[src/rtl/uart_cmd_pkg.sv]
// Shared types and constants for the UART command parser slice.
package uart_cmd_pkg;

  typedef enum logic [2:0] {
    S_SYNC,
    S_OP,
    S_ADDR,
    S_DHI,
    S_DLO,
    S_CHK,
    S_HOLD
  } state_t;

  typedef enum logic [1:0] {
    ERR_NONE,
    ERR_CHK,
    ERR_OP,
    ERR_TIMEOUT
  } err_code_t;

  localparam logic [7:0]  OP_WR_REG  = 8'h01;
  localparam logic [7:0]  OP_RD_REG  = 8'h02;
  localparam logic [7:0]  OP_ARM     = 8'h03;
  localparam logic [7:0]  OP_CLR_CAP = 8'h04;
  localparam int unsigned FRAME_LEN  = 6;

  // Legal opcodes are 1..num_ops inclusive.
  function automatic logic op_legal(input logic [7:0] op, input int unsigned num_ops);
    return (op != 8'h00) && (32'(op) <= num_ops);
  endfunction

endpackage

[src/rtl/uart_cmd_parser_if.sv]
// RX byte input, command handshake and error reporting of the command parser.
interface uart_cmd_parser_if;
  logic        data_rdy;
  logic [7:0]  data_received;
  logic        cmd_ready;
  logic        cmd_valid;
  logic [7:0]  cmd_op;
  logic [7:0]  cmd_addr;
  logic [15:0] cmd_data;
  logic        err_valid;
  logic [1:0]  err_code;
  logic        busy;

  // The parser itself.
  modport slave (
    input  data_rdy, data_received, cmd_ready,
    output cmd_valid, cmd_op, cmd_addr, cmd_data, err_valid, err_code, busy
  );

  // RX path plus command consumer.
  modport master (
    output data_rdy, data_received, cmd_ready,
    input  cmd_valid, cmd_op, cmd_addr, cmd_data, err_valid, err_code, busy
  );
endinterface

[src/rtl/uart_rdy_sync.sv]
// Two-flop synchroniser for an asynchronous level plus rising-edge strobe.
module uart_rdy_sync #(
  parameter logic RESET_VAL = 1'b0
) (
  input  logic input_clk,
  input  logic reset,
  input  logic async_in,
  output logic strobe
);
  logic meta_q, sync_q, prev_q;

  // All three flops share the reset value so a level already present at
  // reset release cannot look like a fresh edge.
  always_ff @(posedge input_clk) begin
    if (reset) begin
      meta_q <= RESET_VAL;
      sync_q <= RESET_VAL;
      prev_q <= RESET_VAL;
    end else begin
      meta_q <= async_in;
      sync_q <= meta_q;
      prev_q <= sync_q;
    end
  end

  assign strobe = sync_q & ~prev_q;
endmodule

[src/rtl/uart_cmd_parser.sv]
// Assembles 6-byte SYNC/OP/ADDR/DHI/DLO/CHK frames from the UART RX byte
// stream and presents validated commands on a valid/ready handshake.
module uart_cmd_parser
  import uart_cmd_pkg::*;
#(
  parameter logic [7:0]  SYNC_BYTE      = 8'hA5,
  parameter int unsigned TIMEOUT_CYCLES = 200_000,
  parameter int unsigned NUM_OPS        = 4
) (
  input logic              input_clk,
  input logic              reset,
  uart_cmd_parser_if.slave bus
);
  localparam int unsigned  CNT_W   = $clog2(TIMEOUT_CYCLES);
  // Firing when the count is about to reach TIMEOUT_CYCLES-1.
  localparam logic [CNT_W-1:0] TO_LAST = CNT_W'(TIMEOUT_CYCLES - 2);

  logic             byte_stb;
  logic             byte_vld_q;
  logic [7:0]       byte_q;
  state_t           state_q;
  logic [7:0]       op_q, addr_q, dhi_q, dlo_q, xor_q;
  logic             cmd_valid_q;
  logic [7:0]       cmd_op_q, cmd_addr_q;
  logic [15:0]      cmd_data_q;
  logic             err_valid_q;
  err_code_t        err_code_q;
  logic [CNT_W-1:0] to_cnt_q;
  logic             idle_state;
  logic             timeout_hit;

  uart_rdy_sync #(
    .RESET_VAL (1'b1)
  ) u_rdy_sync (
    .input_clk (input_clk),
    .reset     (reset),
    .async_in  (bus.data_rdy),
    .strobe    (byte_stb)
  );

  // Capture the RX byte on the strobe; byte_vld_q marks it for the FSM.
  always_ff @(posedge input_clk) begin
    if (reset) begin
      byte_q     <= 8'h00;
      byte_vld_q <= 1'b0;
    end else begin
      byte_vld_q <= byte_stb;
      if (byte_stb) byte_q <= bus.data_received;
    end
  end

  assign idle_state  = (state_q == S_SYNC) || (state_q == S_HOLD);
  // A byte in flight always beats the timeout.
  assign timeout_hit = !idle_state && !byte_stb && !byte_vld_q && (to_cnt_q == TO_LAST);

  // Frame FSM, checksum accumulator, timeout counter and registered outputs.
  always_ff @(posedge input_clk) begin
    if (reset) begin
      state_q     <= S_SYNC;
      op_q        <= 8'h00;
      addr_q      <= 8'h00;
      dhi_q       <= 8'h00;
      dlo_q       <= 8'h00;
      xor_q       <= 8'h00;
      cmd_valid_q <= 1'b0;
      cmd_op_q    <= 8'h00;
      cmd_addr_q  <= 8'h00;
      cmd_data_q  <= 16'h0000;
      err_valid_q <= 1'b0;
      err_code_q  <= ERR_NONE;
      to_cnt_q    <= '0;
    end else begin
      err_valid_q <= 1'b0;
      err_code_q  <= ERR_NONE;

      if (byte_stb || idle_state) begin
        to_cnt_q <= '0;
      end else if (to_cnt_q != '1) begin
        to_cnt_q <= to_cnt_q + 1'b1;
      end

      if (timeout_hit) begin
        state_q     <= S_SYNC;
        err_valid_q <= 1'b1;
        err_code_q  <= ERR_TIMEOUT;
      end else begin
        unique case (state_q)
          S_SYNC: begin
            if (byte_vld_q && byte_q == SYNC_BYTE) begin
              xor_q   <= 8'h00;
              state_q <= S_OP;
            end
          end
          S_OP: begin
            if (byte_vld_q) begin
              op_q    <= byte_q;
              xor_q   <= byte_q;
              state_q <= S_ADDR;
            end
          end
          S_ADDR: begin
            if (byte_vld_q) begin
              addr_q  <= byte_q;
              xor_q   <= xor_q ^ byte_q;
              state_q <= S_DHI;
            end
          end
          S_DHI: begin
            if (byte_vld_q) begin
              dhi_q   <= byte_q;
              xor_q   <= xor_q ^ byte_q;
              state_q <= S_DLO;
            end
          end
          S_DLO: begin
            if (byte_vld_q) begin
              dlo_q   <= byte_q;
              xor_q   <= xor_q ^ byte_q;
              state_q <= S_CHK;
            end
          end
          S_CHK: begin
            if (byte_vld_q) begin
              if (byte_q != xor_q) begin
                err_valid_q <= 1'b1;
                err_code_q  <= ERR_CHK;
                state_q     <= S_SYNC;
              end else if (op_legal(op_q, NUM_OPS)) begin
                cmd_valid_q <= 1'b1;
                cmd_op_q    <= op_q;
                cmd_addr_q  <= addr_q;
                cmd_data_q  <= {dhi_q, dlo_q};
                state_q     <= S_HOLD;
              end else begin
                err_valid_q <= 1'b1;
                err_code_q  <= ERR_OP;
                state_q     <= S_SYNC;
              end
            end
          end
          S_HOLD: begin
            // Incoming bytes are ignored until the command is taken.
            if (cmd_valid_q && bus.cmd_ready) begin
              cmd_valid_q <= 1'b0;
              state_q     <= S_SYNC;
            end
          end
          default: state_q <= S_SYNC;
        endcase
      end
    end
  end

  assign bus.cmd_valid = cmd_valid_q;
  assign bus.cmd_op    = cmd_op_q;
  assign bus.cmd_addr  = cmd_addr_q;
  assign bus.cmd_data  = cmd_data_q;
  assign bus.err_valid = err_valid_q;
  assign bus.err_code  = err_code_q;
  assign bus.busy      = (state_q != S_SYNC) || cmd_valid_q;
endmodule

[src/flat_wrapper.sv]
// flat-port wrapper written by rule: the top's interface ports become plain ports
module uart_cmd_parser_flat import uart_cmd_pkg::*;
#(
  parameter logic [7:0]  SYNC_BYTE      = 8'hA5,
  parameter int unsigned TIMEOUT_CYCLES = 200_000,
  parameter int unsigned NUM_OPS        = 4
)
  (input_clk, reset, bus_data_rdy, bus_data_received, bus_cmd_ready, bus_cmd_valid, bus_cmd_op, bus_cmd_addr, bus_cmd_data, bus_err_valid, bus_err_code, bus_busy);
  uart_cmd_parser_if bus_i ();
  input logic input_clk;
  input logic reset;
  input wire logic [$bits(bus_i.data_rdy)-1:0] bus_data_rdy;
  input wire logic [$bits(bus_i.data_received)-1:0] bus_data_received;
  input wire logic [$bits(bus_i.cmd_ready)-1:0] bus_cmd_ready;
  output wire logic [$bits(bus_i.cmd_valid)-1:0] bus_cmd_valid;
  output wire logic [$bits(bus_i.cmd_op)-1:0] bus_cmd_op;
  output wire logic [$bits(bus_i.cmd_addr)-1:0] bus_cmd_addr;
  output wire logic [$bits(bus_i.cmd_data)-1:0] bus_cmd_data;
  output wire logic [$bits(bus_i.err_valid)-1:0] bus_err_valid;
  output wire logic [$bits(bus_i.err_code)-1:0] bus_err_code;
  output wire logic [$bits(bus_i.busy)-1:0] bus_busy;
  assign bus_i.data_rdy = bus_data_rdy;
  assign bus_i.data_received = bus_data_received;
  assign bus_i.cmd_ready = bus_cmd_ready;
  assign bus_cmd_valid = bus_i.cmd_valid;
  assign bus_cmd_op = bus_i.cmd_op;
  assign bus_cmd_addr = bus_i.cmd_addr;
  assign bus_cmd_data = bus_i.cmd_data;
  assign bus_err_valid = bus_i.err_valid;
  assign bus_err_code = bus_i.err_code;
  assign bus_busy = bus_i.busy;
  uart_cmd_parser #(.SYNC_BYTE(SYNC_BYTE), .TIMEOUT_CYCLES(TIMEOUT_CYCLES), .NUM_OPS(NUM_OPS)) u_core (.input_clk(input_clk), .reset(reset), .bus(bus_i));
endmodule
[config.mk]
export PLATFORM = sky130hd
export DESIGN_NAME = uart_cmd_parser_flat
export DESIGN_NICKNAME = d
export VERILOG_FILES = /design/src/rtl/uart_cmd_pkg.sv /design/src/rtl/uart_cmd_parser_if.sv /design/src/rtl/uart_rdy_sync.sv /design/src/rtl/uart_cmd_parser.sv /design/src/flat_wrapper.sv
export SDC_FILE = /design/constraint.sdc
export NUM_CORES = 1
export LEC_CHECK = 0
export ABC_AREA = 1
export CORE_UTILIZATION = 55
export CTS_CLUSTER_DIAMETER = 200
export DETAILED_ROUTE_END_ITERATION = 8
export PLACE_DENSITY_LB_ADDON = 0.12
export SLEW_MARGIN = 20
export SYNTH_ARGS = -nofsm -noshare
export SYNTH_HDL_FRONTEND = slang
export SYNTH_SLANG_ARGS = --single-unit
[constraint.sdc]
create_clock -name input_clk -period 4.3 [get_ports input_clk]
set_clock_uncertainty 0.1 [all_clocks]
set_input_delay 1.29 -clock input_clk [delete_from_list [all_inputs] [get_ports input_clk]]
set_output_delay 1.29 -clock input_clk [all_outputs]
set_load 0.005 [all_outputs]
; Yosys cells after proc, flatten, opt, wreduce, memory -nomap -nowiden
; Cells that the tools add are included.
[totals]
memories = 0
out_inout_bits = 37
ram_bits = 0
latch_bits = 0
inputBits = 12
mem_bits_ro = 0
reg_bits = 109
wordCells = 102
[op_classes]
div = 0
bitwise = 5
n_shift = 0
n_eq_ne = 20
multipliers = 0
magnitude_cmp = 1
n_mux = 29
n_reduce_logical = 28
add_sub_neg = 1
[op_table]
columns = op, n
row1 = $mux W3, 9
row2 = $mux W8, 3
row3 = $pmux W8 S3, 1
row4 = $pmux W3 S7, 1
row5 = $add A18 B1 Y18 const B, 1
row6 = $eq A18 B18 Y1 const B, 1
row7 = $ne A18 B18 Y1 const B, 1
row8 = $ne A2 B1 Y1 const B, 7
row9 = $reduce_and A3 Y1, 4
row10 = $mux W2, 5
row11 = $reduce_and A5 Y1, 2
row12 = $eq A3 B3 Y1 const B, 3
row13 = $mux W1, 9
row14 = $eq A8 B8 Y1 const B, 1
row15 = $le A8 B3 Y1 const B, 1
row16 = $ne A8 B8 Y1, 1
row17 = $reduce_bool A8 Y1, 1
row18 = $xor A8 B8 Y8, 1
row19 = $reduce_and A7 Y1, 1
row20 = $eq A3 B2 Y1 const B, 2
row21 = $logic_and A1 B1 Y1, 6
row22 = $ne A2 B2 Y1 const B, 3
row23 = $reduce_and A6 Y1, 1
row24 = $reduce_bool A3 Y1, 2
row25 = 10 further kinds, 17

; Longest topological paths before layout
[logic_depth]
ltp_word = 8
depth_mapped = 11
depth_no_buf = 11

; Hierarchy
; A second synthesis with hierarchy kept.
[unflattened]
cells_unflattened = 646
area_unflattened_um2 = 4650.7
[modules_own_cells]
columns = module, seq_area_each_um2, cells_per_inst, area_each_um2, n_inst
row1 = uart_cmd_parser, 2122.0, 635, 4558.1, 1
row2 = uart_rdy_sync, 60.1, 11, 92.6, 1

; Least setup slack after synthesis
; OpenSTA, ideal clock, no wires.
[synth_path]
kind = input port to output port
startpoint = in u_core.state_q[1]
endpoint = out bus_busy
arrival_time_ns = 0.897
path_slack_ns = 2.013
cell_stages = 6
t_required_ns = 2.910
n_path_buf = 1
cell_sequence = dfxtp_1 buf_2 nor2_1 nand2_1 inv_1 nand2_1
[synth_between]
elab_chain_len = 2
[synth_rtl]
columns = item, line_no
row1 = from (decl), uart_cmd_parser.sv:21  ; state_t state_q;
row2 = $reduce_bool A3 Y1, uart_cmd_parser.sv:160  ; assign bus.busy = (state_q != S_SYNC) || cmd_valid_q;
row3 = $logic_or A1 B1 Y1, uart_cmd_parser.sv:160
row4 = to (decl), flat_wrapper.sv:21  ; output wire logic [$bits(bus_i.busy)-1:0] bus_busy;
; Every way passes these cells.

; Worst setup path in the final report
[layout_path]
startpoint = in u_core.state_q[2]
endpoint = out bus_busy
; The elaborated chain is that of the path after synthesis.

==> impl_metrics.csv <==
group,metric,value,unit
outcome,run_status,"completed",
clock_network,clock_tree.buffer_depth,2,
sta,final.period_utilization,75.7,%
critical_path,endpoint_kind,"output port",
drt,wire_per_inst,12.4,µm
critical_path,worstPathCellList,"inv_1 -> nand2_1 -> inv_1 -> nand2_1 -> clkdlybuf4s50_1",
power_and_ir_drop,power.switching,0.000417,W
drt,drt_iter0_markers,258,
critical_path,critPathBufInv,3,
sta,final.min_clock_period,3250,ps
power_and_ir_drop,power.sequential.fraction,60.3,%
grt,vias_in_the_first_global_route,3805,
sta,worst_slew_pin_slew,736,ps
clock_network,tritoncts,"yes",
grt,grt_antenna_before_repair,0,
clock_network,clock-sinks,109,
drt,route.detailed.drc,0,
floorplan,start_util,57.6,%
power_and_ir_drop,power_density_relative_to_cell_area,307,nW/µm²
cells_and_area,design.final.nets,754,
power_and_ir_drop,switching_share,24.7,%
cells_and_area,area_growth,14.6,%
sta,timing.slew.headroom,50.8,%
critical_path,crit_slowest_cell,"dfxtp_1",
placement,gp_congestion,0.848,
sta,max_freq,307,MHz
synthesis,ys.flop_type,"dfxtp_1",
synthesis,synthTopCellsByArea,"dfxtp_1 (45%), nand2_1 (13%), nor2_1 (9.5%), inv_1 (7.7%), o21ai_0 (4.9%)",
synthesis,synth.distinct_cells,30,
synthesis,synth.ff_latch_count,109,
synthesis,largest_family_of_logic_cells_by_synthesized_area,"simple AND/OR/NAND/NOR gates",
power_and_ir_drop,ir_worst_vdd,0.197,mV
floorplan,num_io_pins,49,
sta,fin_worst_hold_slack,329,ps
synthesis,ys_warn_count,0,
sta,max_transition_viols_final,0,
drt,detailedRoute.firstPassIterationCount,5,
critical_path,timing.setup.critical_path_class,"reg2out",
clock_network,post_cts_setup_buffer_count,0,
drt,viasPerCell,5.08,
sta,setup_tns,0,ps
critical_path,timing.critical_path.arrival,1860,ps
power_and_ir_drop,share_comb_of_total_power,2.7,%
drt,total_routed_length,10.6,mm
synthesis,yosys.cell_count.top_type,"nand2_1",
floorplan,die_w,95.5,µm
sta,finalHoldViolCount,0,
critical_path,max_stage_delay,520,ps
grt,grt_pass1_wl,17.5,mm
critical_path,critical_path.startpoint_type,"register",
synthesis,synth_top_area_share,45.4,%
critical_path,worst_path_dominant_cell_family,"buffers and inverters",
synthesis,synth_area_per_cell,6.81,µm²
floorplan,floorplan.die.height,95.5,µm
cells_and_area,drive_above_1_share,5.37,%
drt,via_count,4318,
critical_path,path_max_fanout,9,
sta,timing.final.ws_setup,1050,ps
job,drv_cap,0,
synthesis,synthDominantAreaCellType,"dfxtp_1",
placement,dp_hpwl,7.20,mm
clock_network,cts_hold_repair.buffers,0,
clock_network,cts_max_level,3,
grt,globalRouteOverflowTotal,0,
synthesis,synthesis.area,4800,µm²
power_and_ir_drop,pwr-share-clk,37.0,%
placement,pre_cts_slack,1150,ps
cells_and_area,fillerInstances,772,
power_and_ir_drop,p_int,0.00128,W
floorplan,fp.coreArea,8340,µm²
synthesis,synth-edff-count,0,
clock_network,number_of_buffers_created_by_cts,9,
synthesis,synthesis.instances,705,
sta,report.final.setup_viol,0,
cells_and_area,n_antenna_cell,0,
power_and_ir_drop,static-leakage-power,2.43,nW
synthesis,synth-async-reset-ratio,0,%
sta,grt_setup_unrepaired,"false",
grt,grt_start_max_net_pins,63,
hold_path,hold_path.class,"reg2reg",
clock_network,worstSkewPairLatency,380,ps
grt,global_route.usage.total,24.7,%
synthesis,post_synth_and_or_nand_nor_area_fraction,29.9,%
placement,placement.io_buffers,48,
clock_network,cts_resized,0,
synthesis,synth_adder_area_share,0.521,%
synthesis,synthesized_nets,719,
floorplan,placementRows,33,
drt,postRouteAntennaNets,0,
synthesis,yosys.area_share.xor_xnor,1.28,%
clock_network,root_buffer,"clkbuf_8",
floorplan,die_area,9110,µm²
synthesis,synth_compound_gate_area_share,12.1,%
synthesis,seq_area_frac_synth,45.4,%
critical_path,worst_ep_required_time,2910,ps
clock_network,worst_setup_hold_path_clk_slew,110,ps
synthesis,synth_top_cells_by_count,"nand2_1 (168), nor2_1 (121), dfxtp_1 (109), inv_1 (98), o21ai_0 (47)",
synthesis,synth.mux.area_fraction,0,%
path summary, 6_finish.rpt:
kind                            startpoint                  endpoint  slack [ps]  cells past startpoint
setup / recovery         u_core.state_q[2]                  bus_busy        1050                      5
hold / removal    u_core.u_rdy_sync.meta_q  u_core.u_rdy_sync.sync_q         330                      1
setup reg to reg         u_core.byte_vld_q           u_core.xor_q[7]        2070                      8
hold reg to reg   u_core.u_rdy_sync.meta_q  u_core.u_rdy_sync.sync_q         330                      1
layout make-up:
type	instances	area [µm²]	share of cell area (%)
Clock buffer	10	138	2.50
Clock inverter	6	62.6	1.14
Inverter	103	387	7.02
Multi-Input combinational cell	466	2100	38.2
Sequential cell	109	2180	39.6
Tap cell	105	131	2.39
Timing Repair Buffer	51	503	9.14
kinds of logic after synthesis:
logic type                 count (synthesis)
and+or+nand+nor                          350
buffers and inverters                    130
DFF                                      109
AOI/OAI and AO/OA                        107
xor gates and xnor gates                   7
adders and majority gates                  2
registers in the layout, summed over array words and instances, names as in the netlist:
name	flops
u_core.state_q	3
u_core.xor_q	8
u_core.to_cnt_q	18
u_core.dhi_q	8
u_core.bus.cmd_valid	1
u_core.bus.err_code	2
u_core.addr_q	8
u_core.u_rdy_sync.meta_q	1
u_core.byte_q	8
u_core.bus.cmd_data	16
u_core.u_rdy_sync.sync_q	1
u_core.bus.cmd_addr	8
u_core.bus.cmd_op	8
u_core.u_rdy_sync.prev_q	1
u_core.byte_vld_q	1
u_core.dlo_q	8
u_core.bus.err_valid	1
u_core.op_q	8
cells in the final DEF (no fill, tap or decap), drive strengths merged:
cell | Yosys | routed
nor2 | 124 | 124
a211oi | 8 | 8
xor2 | 3 | 3
inv | 103 | 108
nand4 | 8 | 8
a31oi | 6 | 6
o21bai | 1 | 1
nand2 | 168 | 168
o21a | 1 | 1
o211ai | 1 | 1
clkinv | 0 | 1
or2 | 8 | 8
a21oi | 42 | 42
ha | 2 | 2
o21ai | 48 | 48
xnor2 | 4 | 4
clkbuf | 15 | 10
buf | 12 | 3
nand3 | 33 | 33
clkdlybuf4s50 | 0 | 48
nand3b | 2 | 2
dfxtp | 109 | 109
nor3 | 7 | 7
power groups by stage:
| stage | Sequential, W | Combinational [W] | Clock [W] |
|---|---|---|---|
| after detailed placement | 0.00104 | 0.0000459 | 0 |
| after global placement | 0.00104 | 0.0000452 | 0 |
| after CTS | 0.00102 | 0.0000463 | 0.000634 |
| after floorplan | 0.00104 | 0.0000286 | 0 |
| final | 0.00102 | 0.0000461 | 0.000626 |
| after global routing | 0.00102 | 0.0000522 | 0.000676 |
stage by stage:
step	cell area, µm²	util, %	instances	total power (W)
2_1_floorplan	4800	-	705	0.00107
3_3_place_gp	5300	63.6	834	0.00109
3_5_place_dp	5300	63.6	834	0.00109
4_1_cts	5500	66.0	850	0.00170
5_1_grt	5510	66.0	850	0.00175
6_report	5510	66.0	850	0.00169
worst register-to-register path: stages (launching register included):
cell	delay, ps
dfxtp_1	740
inv_1	240
nor2_1	130
nand3_1	90
o21ai_2	200
o211ai_2	350
nand2_1	170
nand2_1	70
nor2_1	80
metal layers:
layer	track usage, %	vias to the layer above	share of wire (%)
li1	-	2253	-
met1	32.5	1928	47
met2	40.7	117	46
met3	3.35	20	4.7
met4	9.95	0	2.2
met5	0	-	0
Power figures use the tool's default switching activity.
